## config.mk

```make
export PLATFORM = sky130hd
export DESIGN_NAME = ascii_to_num_parser
export DESIGN_NICKNAME = d
export VERILOG_FILES = /design/src/rtl/ascii_num_pkg.sv /design/src/rtl/ascii_char_classify.sv /design/src/rtl/ascii_to_num_parser.sv
export SDC_FILE = /design/constraint.sdc
export NUM_CORES = 1
export LEC_CHECK = 0
export CORE_UTILIZATION = 45
export DETAILED_ROUTE_END_ITERATION = 10
export PLACE_DENSITY_LB_ADDON = 0.08
export SKIP_LAST_GASP = 1
export SLEW_MARGIN = 20
export SYNTH_ARGS = -nofsm -noshare
export SYNTH_HDL_FRONTEND = slang
export SYNTH_HIERARCHICAL = 1
export SYNTH_SLANG_ARGS = --single-unit
```

## constraint.sdc

```tcl
create_clock -name clk -period 3.89 [get_ports clk]
set_input_delay 0.778 -clock clk [delete_from_list [all_inputs] [get_ports clk]]
set_output_delay 0.778 -clock clk [all_outputs]
set_load 0.005 [all_outputs]
```

## src/rtl/ascii_num_pkg.sv

```systemverilog
// Shared ASCII constants, error codes and FSM states for the ASCII-decimal parser.
package ascii_num_pkg;

    localparam int DEF_NUM_W      = 17;
    localparam int DEF_MAX_DIGITS = 6;
    localparam int DEF_MAX_VALUE  = 131071;

    localparam logic [7:0] CHAR_0    = 8'h30;
    localparam logic [7:0] CHAR_9    = 8'h39;
    localparam logic [7:0] CHAR_CR   = 8'h0D;
    localparam logic [7:0] CHAR_HASH = 8'h23;
    localparam logic [7:0] CHAR_SP   = 8'h20;
    localparam logic [7:0] CHAR_ESC  = 8'h1B;
    localparam logic [7:0] CHAR_BS   = 8'h08;

    localparam logic [1:0] ERR_OK      = 2'b00;
    localparam logic [1:0] ERR_EMPTY   = 2'b01;
    localparam logic [1:0] ERR_BADCHAR = 2'b10;
    localparam logic [1:0] ERR_OVF     = 2'b11;

    typedef enum logic [1:0] {
        ST_IDLE  = 2'd0,
        ST_ACCUM = 2'd1,
        ST_ERR   = 2'd2,
        ST_DONE  = 2'd3
    } state_t;

endpackage

```

## src/rtl/ascii_char_classify.sv

```systemverilog
// Combinational classifier: splits an ASCII byte into the character classes the parser FSM acts on.
module ascii_char_classify
    import ascii_num_pkg::*;
(
    input  logic [7:0] i_char,
    output logic       o_isDigit,
    output logic [3:0] o_digit,
    output logic       o_isTerm,
    output logic       o_isEsc,
    output logic       o_isBs,
    output logic       o_isSpace
);

    // '0'..'9' are 0x30..0x39, so the low nibble is already the digit value
    assign o_isDigit = (i_char >= CHAR_0) && (i_char <= CHAR_9);
    assign o_digit   = o_isDigit ? i_char[3:0] : 4'd0;
    assign o_isTerm  = (i_char == CHAR_CR) || (i_char == CHAR_HASH);
    assign o_isEsc   = (i_char == CHAR_ESC);
    assign o_isBs    = (i_char == CHAR_BS);
    assign o_isSpace = (i_char == CHAR_SP);

endmodule

```

## src/rtl/ascii_to_num_parser.sv

```systemverilog
// Streaming ASCII-decimal to binary parser with ok/empty/bad-char/overflow status.
// Optional backspace editing is enabled by defining ASCII_BACKSPACE_EN.
module ascii_to_num_parser
    import ascii_num_pkg::*;
#(
    parameter int NUM_W      = DEF_NUM_W,
    parameter int MAX_DIGITS = DEF_MAX_DIGITS,
    parameter int MAX_VALUE  = DEF_MAX_VALUE
)(
    input  logic             clk,
    input  logic             rst_n,
    input  logic [7:0]       in_char,
    input  logic             in_valid,
    output logic             in_ready,
    output logic [NUM_W-1:0] num_out,
    output logic [1:0]       err_code,
    output logic             out_valid,
    input  logic             out_ready,
    output logic             busy
);

    localparam int ACC_W = NUM_W + 4;
    localparam int CNT_W = $clog2(MAX_DIGITS + 1);

`ifdef ASCII_BACKSPACE_EN
    localparam bit BS_EN = 1'b1;
`else
    localparam bit BS_EN = 1'b0;
`endif

    state_t             r_state;
    logic [NUM_W-1:0]   r_acc;
    logic [CNT_W-1:0]   r_cnt;
    logic [1:0]         r_errLatch;
    logic [NUM_W-1:0]   r_numOut;
    logic [1:0]         r_errOut;

    state_t             w_nextState;
    logic [NUM_W-1:0]   w_nextAcc;
    logic [CNT_W-1:0]   w_nextCnt;
    logic [1:0]         w_nextErrLatch;
    logic [NUM_W-1:0]   w_nextNumOut;
    logic [1:0]         w_nextErrOut;

    logic               w_isDigit;
    logic [3:0]         w_digit;
    logic               w_isTerm;
    logic               w_isEsc;
    logic               w_isBs;
    logic               w_isSpace;
    logic [ACC_W-1:0]   w_accWide;
    logic               w_overflow;

    ascii_char_classify u_classify (
        .i_char    (in_char),
        .o_isDigit (w_isDigit),
        .o_digit   (w_digit),
        .o_isTerm  (w_isTerm),
        .o_isEsc   (w_isEsc),
        .o_isBs    (w_isBs),
        .o_isSpace (w_isSpace)
    );

    // Wide enough that acc*10+9 never wraps, so the range check sees the true value
    assign w_accWide  = ACC_W'(r_acc) * ACC_W'(10) + ACC_W'(w_digit);
    assign w_overflow = (r_cnt >= CNT_W'(MAX_DIGITS)) || (w_accWide > ACC_W'(MAX_VALUE));

    assign in_ready  = (r_state != ST_DONE);
    assign out_valid = (r_state == ST_DONE);
    assign busy      = (r_state == ST_ACCUM) || (r_state == ST_ERR);
    assign num_out   = r_numOut;
    assign err_code  = r_errOut;

    always_comb begin
        w_nextState    = r_state;
        w_nextAcc      = r_acc;
        w_nextCnt      = r_cnt;
        w_nextErrLatch = r_errLatch;
        w_nextNumOut   = r_numOut;
        w_nextErrOut   = r_errOut;

        case (r_state)
            ST_IDLE: begin
                if (in_valid) begin
                    if (w_isDigit) begin
                        w_nextAcc   = NUM_W'(w_digit);
                        w_nextCnt   = CNT_W'(1);
                        w_nextState = ST_ACCUM;
                    end else if (w_isTerm) begin
                        w_nextNumOut = '0;
                        w_nextErrOut = ERR_EMPTY;
                        w_nextState  = ST_DONE;
                    end else if (w_isSpace || w_isEsc || (BS_EN && w_isBs)) begin
                        w_nextState = ST_IDLE;
                    end else begin
                        w_nextErrLatch = ERR_BADCHAR;
                        w_nextState    = ST_ERR;
                    end
                end
            end

            ST_ACCUM: begin
                if (in_valid) begin
                    if (w_isDigit) begin
                        if (w_overflow) begin
                            w_nextErrLatch = ERR_OVF;
                            w_nextState    = ST_ERR;
                        end else begin
                            w_nextAcc = w_accWide[NUM_W-1:0];
                            w_nextCnt = r_cnt + CNT_W'(1);
                        end
                    end else if (w_isTerm) begin
                        w_nextNumOut = r_acc;
                        w_nextErrOut = ERR_OK;
                        w_nextState  = ST_DONE;
                    end else if (w_isEsc) begin
                        w_nextAcc   = '0;
                        w_nextCnt   = '0;
                        w_nextState = ST_IDLE;
                    end else if (BS_EN && w_isBs) begin
                        w_nextAcc = r_acc / NUM_W'(10);
                        w_nextCnt = r_cnt - CNT_W'(1);
                        if (r_cnt == CNT_W'(1)) begin
                            w_nextState = ST_IDLE;
                        end
                    end else begin
                        w_nextErrLatch = ERR_BADCHAR;
                        w_nextState    = ST_ERR;
                    end
                end
            end

            // Everything but terminator/ESC is swallowed; the first error code sticks
            ST_ERR: begin
                if (in_valid) begin
                    if (w_isTerm) begin
                        w_nextNumOut = '0;
                        w_nextErrOut = r_errLatch;
                        w_nextState  = ST_DONE;
                    end else if (w_isEsc) begin
                        w_nextAcc      = '0;
                        w_nextCnt      = '0;
                        w_nextErrLatch = ERR_OK;
                        w_nextState    = ST_IDLE;
                    end
                end
            end

            ST_DONE: begin
                if (out_ready) begin
                    w_nextAcc      = '0;
                    w_nextCnt      = '0;
                    w_nextErrLatch = ERR_OK;
                    w_nextNumOut   = '0;
                    w_nextErrOut   = ERR_OK;
                    w_nextState    = ST_IDLE;
                end
            end

            default: begin
                w_nextState = ST_IDLE;
            end
        endcase
    end

    always_ff @(posedge clk) begin
        if (!rst_n) begin
            r_state    <= ST_IDLE;
            r_acc      <= '0;
            r_cnt      <= '0;
            r_errLatch <= ERR_OK;
            r_numOut   <= '0;
            r_errOut   <= ERR_OK;
        end else begin
            r_state    <= w_nextState;
            r_acc      <= w_nextAcc;
            r_cnt      <= w_nextCnt;
            r_errLatch <= w_nextErrLatch;
            r_numOut   <= w_nextNumOut;
            r_errOut   <= w_nextErrOut;
        end
    end

endmodule

```

After elaboration in Yosys (flattened, before gate mapping):

Cells that the tools add are included.

* memories kept: 0
* word-level logic and storage cells: 115
* memory bits (writable): 0
* flip-flop bits (word level): 43
* output and inout bits: 22
* memory bits (read-only): 0
* bits in latches: 0
* bits of input ports: 12

* divide/modulo/power cells: 0
* bitwise logic cells: 0
* $mul: 1
* equality and inequality tests: 27
* add/sub/neg operators: 2
* shift-type cells: 0
* reductions and logical operators: 11
* mux-type cells: 64
* magnitude comparators: 4

Operators by type and width (count)
* 2-to-1 mux 17 bit: 16
* one-hot mux 17 bit (4 select lines): 2
* 2-to-1 mux 2 bit: 32
* 2-to-1 mux 3 bit: 9
* one-hot mux 2 bit (4 select lines): 3
* adder 21 x 4 -> 21 bit: 1
* greater-than comparator 21 x 17 -> 1 bit, second input constant: 1
* multiplier 17 x 3 -> 20 bit, second input constant: 1
* != test 2 bit, second input constant: 10
* equality test 8 x 6 -> 1 bit, second input constant: 2
* one-hot mux 3 bit (4 select lines): 1
* AND reduction 12 bit: 1
* AND reduction 6 bit: 2
* != test 2 x 1 -> 1 bit, second input constant: 5
* != test 3 x 2 -> 1 bit, second input constant: 3
* AND reduction 9 bit: 1
* equality test 8 x 4 -> 1 bit, second input constant: 1
* equality test 8 x 5 -> 1 bit, second input constant: 1
* >= comparator 8 x 6 -> 1 bit, second input constant: 1
* less-or-equal comparator 8 x 6 -> 1 bit, second input constant: 1
* AND reduction 7 bit: 1
* != test 3 bit, second input constant: 2
* equality test 2 bit, second input constant: 2
* logical OR 1 bit: 4
* 6 further kinds: 6

Longest topological paths before layout:

Gate-level depths: netlist of run 1.

* word-level depth: 10
* gate-level depth with buffers: 13
* depth with buffers taken out: 12

Cells and area by module:

The synthesis of run 1 kept the hierarchy.

By module, submodules not included
* ascii_to_num_parser: instances 1, cells each 444, sequential area each 860.8 µm², area an instance 3574.7 µm²
* ascii_char_classify: instances 1, cells each 19, sequential area each 0.0 µm², area an instance 170.2 µm²

Least setup slack after synthesis of run 1:

OpenSTA, ideal clock, no wires.

* kind: reg-to-reg
* start point: register r_acc[1]
* end point: register r_errLatch[1]
* required time: 3771 ps
* cell stages (with the launch flop): 13
* slack: -402 ps
* buffers on the path: 0
* library setup time: 119 ps
* arrival time: 4173 ps
* clock period less this slack: 4292 ps
* path through: dfxtp_1 ha_1 ha_1 fa_1 xnor2_1 or4_4 a211oi_4 nand4_1 or4b_4 or4b_4 a211oi_2 nor3_1 o221a_2

* word-level cells in the longest chain between the ends: 6

Ends and longest elaborated chain
* start: declaration: line ascii_to_num_parser.sv:32 `logic [NUM_W-1:0] r_acc;`
* start signal: assignment: line ascii_to_num_parser.sv:176 `r_acc <= w_nextAcc;`
* multiplier 17 x 3 -> 20 bit: line ascii_to_num_parser.sv:65 `assign w_accWide = ACC_W'(r_acc) * ACC_W'(10) + ACC_W'(w_digit);`
* adder 21 x 4 -> 21 bit: line ascii_to_num_parser.sv:65
* greater-than comparator 21 x 17 -> 1 bit: line ascii_to_num_parser.sv:66 `assign w_overflow = (r_cnt >= CNT_W'(MAX_DIGITS)) || (w_accWide > ACC_W'(MAX_VALUE));`
* logical OR 1 bit: line ascii_to_num_parser.sv:66
* != test 3 bit (no line)
* AND reduction 12 bit (no line)
* end signal: assignment: line ascii_to_num_parser.sv:178 `r_errLatch <= w_nextErrLatch;`
* end: declaration: line ascii_to_num_parser.sv:34 `logic [1:0] r_errLatch;`

Every way passes these cells.
A chain may end at the register's enable or synchronous reset.

Worst setup path after layout of run 1:

* start point: register r_acc[1]
* end point: register r_acc[12]

* word-level cells in the longest chain between the ends: 6
* elaborated cells on any way between the ends: 10
* those cells by class: add/sub (1); mul (1); order compare (1); eq/ne (1); mux (4); reduce/logical (2)

Ends and longest elaborated chain (line)
* multiplier 17 x 3 -> 20 bit (*): ascii_to_num_parser.sv:65
* adder 21 x 4 -> 21 bit (*): ascii_to_num_parser.sv:65
* greater-than comparator 21 x 17 -> 1 bit / 2-to-1 mux 17 bit (equally long branches): ascii_to_num_parser.sv:66, ascii_to_num_parser.sv:105
* logical OR 1 bit / 2-to-1 mux 17 bit (equally long branches): ascii_to_num_parser.sv:66, ascii_to_num_parser.sv:104
* != test 3 bit (no line) / 2-to-1 mux 17 bit (equally long branches)
* AND reduction 6 bit (no line) / one-hot mux 17 bit (4 select lines) (equally long branches)

Every way passes the cells marked *; elsewhere a longest branch is shown, timed or not. The select of a mux whose other input is x is not followed.

==> results of run 1 <==
power by group through the flow:
stage / sequential, µW / clock (µW) / combinational, µW
after floorplan: 473 / 0 / 193
after global placement: 476 / 0 / 282
after global routing: 469 / 426 / 360
after CTS: 467 / 405 / 312
final: 467 / 404 / 330
after detailed placement: 476 / 0 / 289
tightest hold or removal path: cells and delay by family (launching register included):
kind / cells / cell delay, ns
and+or+nand+nor: 1 / 0.05
AOI/OAI and AO/OA: 1 / 0.05
DFF: 1 / 0.32
through the flow:
stage | utilization, % | total power [µW]
after floorplan | - | 666
after global placement | 58.5 | 758
after detailed placement | 58.5 | 765
after CTS | 61.0 | 1180
after global routing | 62.0 | 1260
final | 62.0 | 1200
worst paths after layout:
check / endpoint / slack (ns) / cells past startpoint
worst min register to register: num_out[8] / 0.45 / 2
worst max-delay path: r_acc[12] / -0.31 / 14
worst max register to register: r_acc[12] / -0.31 / 14
worst min-delay path: num_out[8] / 0.45 / 2
repair_timing:
action / in CTS / in global routing
pin swaps: 8 / 6
setup buffers: 4 / 5
hold buffers: 0 / 0
resized for setup: 7 / 9
setup endpoints to repair: 24 / 24
layout by cell type (no fill, tap or decap), drive strengths merged, types with 7 or more instances in the layout:
cell and n:
nor2 34, clkbuf 7, dfxtp 43, o211ai 9, ha 40, a211oi 7
o21ai 11, nor3 15, a21oi 38, buf 75, xnor2 19, clkdlybuf4s50 33
nand3 33, inv 18, nand2 51
layout make-up:
cell class	count	share of cell area, %
clock buffer	7	2.00
clock inverter	1	0.614
inverter	18	1.38
multi-input combinational	378	57.1
sequential	43	17.7
tap	102	2.61
timing repair buffer	108	18.6
state kept, by name (all words and copies together), names as in the netlist:
signal      count
num_out        17
err_code        2
r_errLatch      2
r_acc          17
r_cnt           3
r_state         2
routing by layer:
metal	share of wire (%)	wire, µm	up-vias
met5	0	0	-
met3	3.7	381	15
met1	49	5040	1783
met4	1.7	176	0
li1	-	-	1899
met2	46	4790	93
==> run summary, run 1 <==
Status = complete, but fails checks
Failing checks = negative setup slack
Setup-failing EPs final = 24
Footprint of the multi-input gates = 2790 µm²
Fill count = 711
Routed length per instance = 15.8 µm
N_diodes = 0
Final Hold Viols = 0
Fin Setup TNS = -4.62 ns
Core Area = 7890 µm²
Die X = 93.1 µm
1st-pass router iterations = 5
Worst Setup SP = r_acc[1]
Longest Clk Path Bufs = 2
Clock Power Share = 33.6%
Insertion delay to the later sink of the worst-skew pair = 0.30 ns
Initial antenna violation count = 0
Pins over their slew limit = 0
Peak Freq = 0.238 GHz
Global route overflow = 0
Actual slew at the worst max-slew pin = 0.941 ns
Max_slew headroom = 37.0%
TritonCTS Sinks = 43
Placement Cell Area = 4620 µm²
Slowest CP cell = fa_2
Die area = 8660 µm²
Root Buffer = clkbuf_8
Met2 Use GR = 42.6%
Post-Place Setup Slack = -0.412 ns
Buf/Inv on CP = 2
Initial Util = 47.3%
Top Usage Layer GRT = met2
Seq pwr share = 38.9%
H-Tree Depth = 2
Final nets = 608
Met1 GRT Util = 36.0%
Vias per cell = 5.77
CP Class = reg2reg
RSZ-0062 raised after global routing = yes
I/O pins = 34
Final instance area = 4890 µm²
Dpl cells = 641
Pin count of the biggest net entering global routing = 29
Delay-heaviest family, CP = simple AND/OR/NAND/NOR gates
Power density cells = 245 nW/µm²
Data arrival, critical path = 4.45 ns
Synth Cell Area = 3730 µm²
Int Pwr = 826 µW
Crit path cell chain = ha_4, ha_4, fa_2, nand3b_1, or4_4, a211oi_4, nand4_1, or4b_4, buf_4, o311ai_4, nand3_2, buf_4, nor4b_1, a221o_2
Final setup margin = -0.311 ns
Net Sw Power = 374 µW
DRC viols = 0
Crit. End Element = flop
Worst setup SP type = flop
Buffers on Ports = 33
Layout cells sized above 1 = 22.9%
Leakage = 0.00206 µW
Die Y = 93.1 µm
Placer Congestion = 0.890
Min Tclk post-route = 4.20 ns
First-pass GRT wire length = 17,700 µm
Worst Path Max Fanout = 5
Row Count = 32
Cells after Synth = 462
Max incr delay on CP = 0.54 ns
Gr usage total = 25.7%
Crit Reg-Reg Startpoint = r_acc[1]
Routed via count = 3,790
Power share of the combinational group = 27.5%
Period utilisation layout = 108%
Max_cap viols = 0
Type of the most critical hold path = reg2reg
Antenna Nets Post-Route = 0
Synth warn = 6
Worst ir drop on vdd = 0.167 mV
Post-Syn Nets = 516
Net switching fraction of the power = 31.2%
Post-Layout Cell Count = 657
Post-Route WL = 10,400 µm
CP Data Required Time = 4.14 ns
Synth Area per Inst = 8.08 µm²
Met3 Usage GRT = 1.87%
Setup Skew = 0.00687 ns
CTS clk-pin slew, worst paths = 0.09 ns
Fin Hold WS = 0.453 ns
FF+latch area = 867 µm²
HP Start = num_out[8]
Vias in the first global route = 3,598
Initial DRC count = 252
CTS Buf Count = 5
CTS tree = built
Synth-to-layout area growth = 30.9%
DPL Wire Length = 8110 µm
(Power assumes the default switching activity.)
==> inputs of run 2 (changes only) <==
--- a/config.mk
+++ b/config.mk
@@ -9,7 +9,6 @@
 export DETAILED_ROUTE_END_ITERATION = 10
 export PLACE_DENSITY_LB_ADDON = 0.08
 export SKIP_LAST_GASP = 1
-export SLEW_MARGIN = 20
 export SYNTH_ARGS = -nofsm -noshare
 export SYNTH_HDL_FRONTEND = slang
 export SYNTH_HIERARCHICAL = 1
==> results of run 2 <==
The final DEF is identical to that of run 1; final timing and power are the same.
==> variant 1, RTL diff (flow settings as in run 2) <==
The package constant `DEF_NUM_W` goes from 17 to 13.
--- a/src/rtl/ascii_num_pkg.sv
+++ b/src/rtl/ascii_num_pkg.sv
@@ -2,5 +2,5 @@
 package ascii_num_pkg;
 
-    localparam int DEF_NUM_W      = 17;
+    localparam int DEF_NUM_W      = 13;
     localparam int DEF_MAX_DIGITS = 6;
     localparam int DEF_MAX_VALUE  = 131071;
Ports: changed (resized num_out); port bits go from 34 to 30. No check against the original RTL was run, so the function may have changed too.
==> variant 1 against run 2 <==
Final cell count down 38%; area after synthesis shrank 30%; synthesized cell count is 34% lower; design area is 37% lower; power decreased by 7.2%; worst setup slack improved by 920 ps; count of clock-buffer cells in the layout shrank 2; sequential cell count is 8 lower; sequential share of layout area up 5.1 points; routed wire length down 44%; critical path depth is 3 lower; critical path type is now input port to flip-flop; largest power group is now combinational cells; highest routed layer unchanged.
==> variant 1: results (changes against run 2) <==
Syn Nets 346 (-33%); dpl hpwl 4.38 mm (-46%); crit path DAT 3470 ps (-980 ps); final hold slack 448 ps (-4.92 ps); clock-pin slew on the worst setup and hold paths 70 ps (-20 ps); R2R depth 10 (-4); routed via count 2271 (-40%); fin nets 378 (-38%); Clk pwr share 23.6% (-10 points); Fill cells 521 (-27%); GRT Util Overall 21.3% (-4.4 points); Slew @ Worst Pin 895 ps (-46.0 ps); reg-to-reg setup timing slack 1040 ps (+1350 ps); post-DR wirelength/cell 14.3 um (-9.4%); layout cells sized above 1 8.61% (-14 points); Hold Startpoint num_out[9]$_SDFFE_PN0P_; Hold EP num_out[9]$_SDFFE_PN0P_; global-route wire length before repair 10.3 mm (-42%); seq pwr 0.400 mW (-14%); RD Place Congestion 0.807 (-9.3%); leakage power total 1.31 nW (-36%); largest net degree at the start of global routing 27 (-6.9%); outcome finished clean; Port Buf Inserts 29 (-12%); Critical Path End r_acc[10]$_SDFFE_PN0P_; Inst Count DP 401 (-37%); Final WS setup 609 ps (+920 ps); drt first-iter violations 151 (-40%)
variant 1: final cells by class:
| type | instances | share of cell area [%] |
|---|---|---|
| Sequential cell | 35 | 22.8 |
| Multi-Input combinational cell | 250 | 59.2 |
| Inverter | 8 | 0.978 |
| Tap cell | 72 | 2.94 |
| Clock inverter | 3 | 0.652 |
| Clock buffer | 5 | 2.24 |
| Timing Repair Buffer | 36 | 11.2 |
variant 1: per-layer routing:
layer | wire (um) | GRT usage, %
met2 | 2480 | 32.4
met3 | 298 | 3.41
met1 | 2940 | 29.7
met4 | 136 | 8.70
met5 | 0 | 0
variant 1: worst max-delay path, stage by stage:
cell and delay, ps:
clkdlybuf4s50_1 590, nand4bb_2 200, nor3b_1 310, ha_1 290, a21o_1 160, a21oi_1 280, nor2_1 140, nand4_1 170
xor2_1 200, a21oi_1 90, a211o_1 260
==> variant 2, RTL diff (config.mk and constraints of run 2) <==
Without the edit above. Register the output `err_code` once more, cleared by the reset; this adds one clock of latency there. The other outputs are not delayed to match.
--- a/src/rtl/ascii_to_num_parser.sv
+++ b/src/rtl/ascii_to_num_parser.sv
@@ -70,5 +70,11 @@
     assign busy      = (r_state == ST_ACCUM) || (r_state == ST_ERR);
     assign num_out   = r_numOut;
-    assign err_code  = r_errOut;
+    always_ff @(posedge clk) begin
+        if (!rst_n) begin
+            err_code <= '0;
+        end else begin
+            err_code <= r_errOut;
+        end
+    end
 
     always_comb begin
Behaviour: not the same (a bounded check fails within 4 cycles, from zero or initial values and one cycle with rst_n low).
==> variant 2 against run 2 <==
Sequential cell count up 2; via count up 7.4%; worst setup slack better by 370 ps; routed wire length up 13%; power up 18%; area after synthesis up 4.8%; core utilization up 0.61 points; design area up 6.2%; clock skew down 2.8 ps; critical path type unchanged.
==> variant 2: results (changes against run 2) <==
outcome finished clean; met1 WL 5.29 mm (+5.1%); drt first-iter violations 242 (-4.0%); GRT Util Overall 26.1% (+0.47 points); Pint 0.870 mW (+5.3%); critical path's slowest cell a221oi_4; layout cells sized above 1 25.0% (+2.1 points); Peak Freq 0.261 GHz (+9.7%); dpl hpwl 8.63 mm (+6.4%); Syn Nets 553 (+7.2%); largest net degree at the start of global routing 28 (-3.4%); crit path DAT 3990 ps (-460 ps); critical path launch point r_acc[9]$_SDFFE_PN0P_; global-route wire length before repair 18.5 mm (+4.5%); fin nets 638 (+4.9%); via/cell ratio 5.91 (+2.4%); CP max FO 7 (+2); M3 GR Usage 4.47% (+2.6 points); met2 wire length 5.39 mm (+13%); vias in the first global route 3821 (+6.2%); routed via count 4071 (+7.4%); M2 GR Usage 42.2% (-0.44 points); Largest stage delay, worst path 450 ps (-90 ps); Slew HR 20.7% (-16 points); met3 routed WL 573 um (+50%)
[variant 2: power groups by stage]
stage | clock network [mW] | registers, mW | logic, mW
2_1_floorplan | 0 | 0.510 | 0.365
3_3_place_gp | 0 | 0.515 | 0.545
3_5_place_dp | 0 | 0.515 | 0.543
4_1_cts | 0.347 | 0.504 | 0.552
5_1_grt | 0.365 | 0.508 | 0.629
6_report | 0.340 | 0.504 | 0.572
[variant 2: final cells by class]
| type | instances | area [um2] |
|---|---|---|
| Timing Repair Buffer | 103 | 857 |
| Clock inverter | 2 | 35.0 |
| Tap cell | 105 | 131 |
| Sequential cell | 45 | 913 |
| Fill cell | 763 | 3110 |
| Inverter | 12 | 45.0 |
| Multi-Input combinational cell | 417 | 3140 |
| Clock buffer | 5 | 68.8 |
[variant 2: what timing repair did]
action,4_1_cts,5_1_grt
endpoints found under the setup margin,24,24
buffers inserted,6,14
resized for setup,18,58
pin swaps,11,33
gates cloned,0,0
hold endpoints to repair,0,0
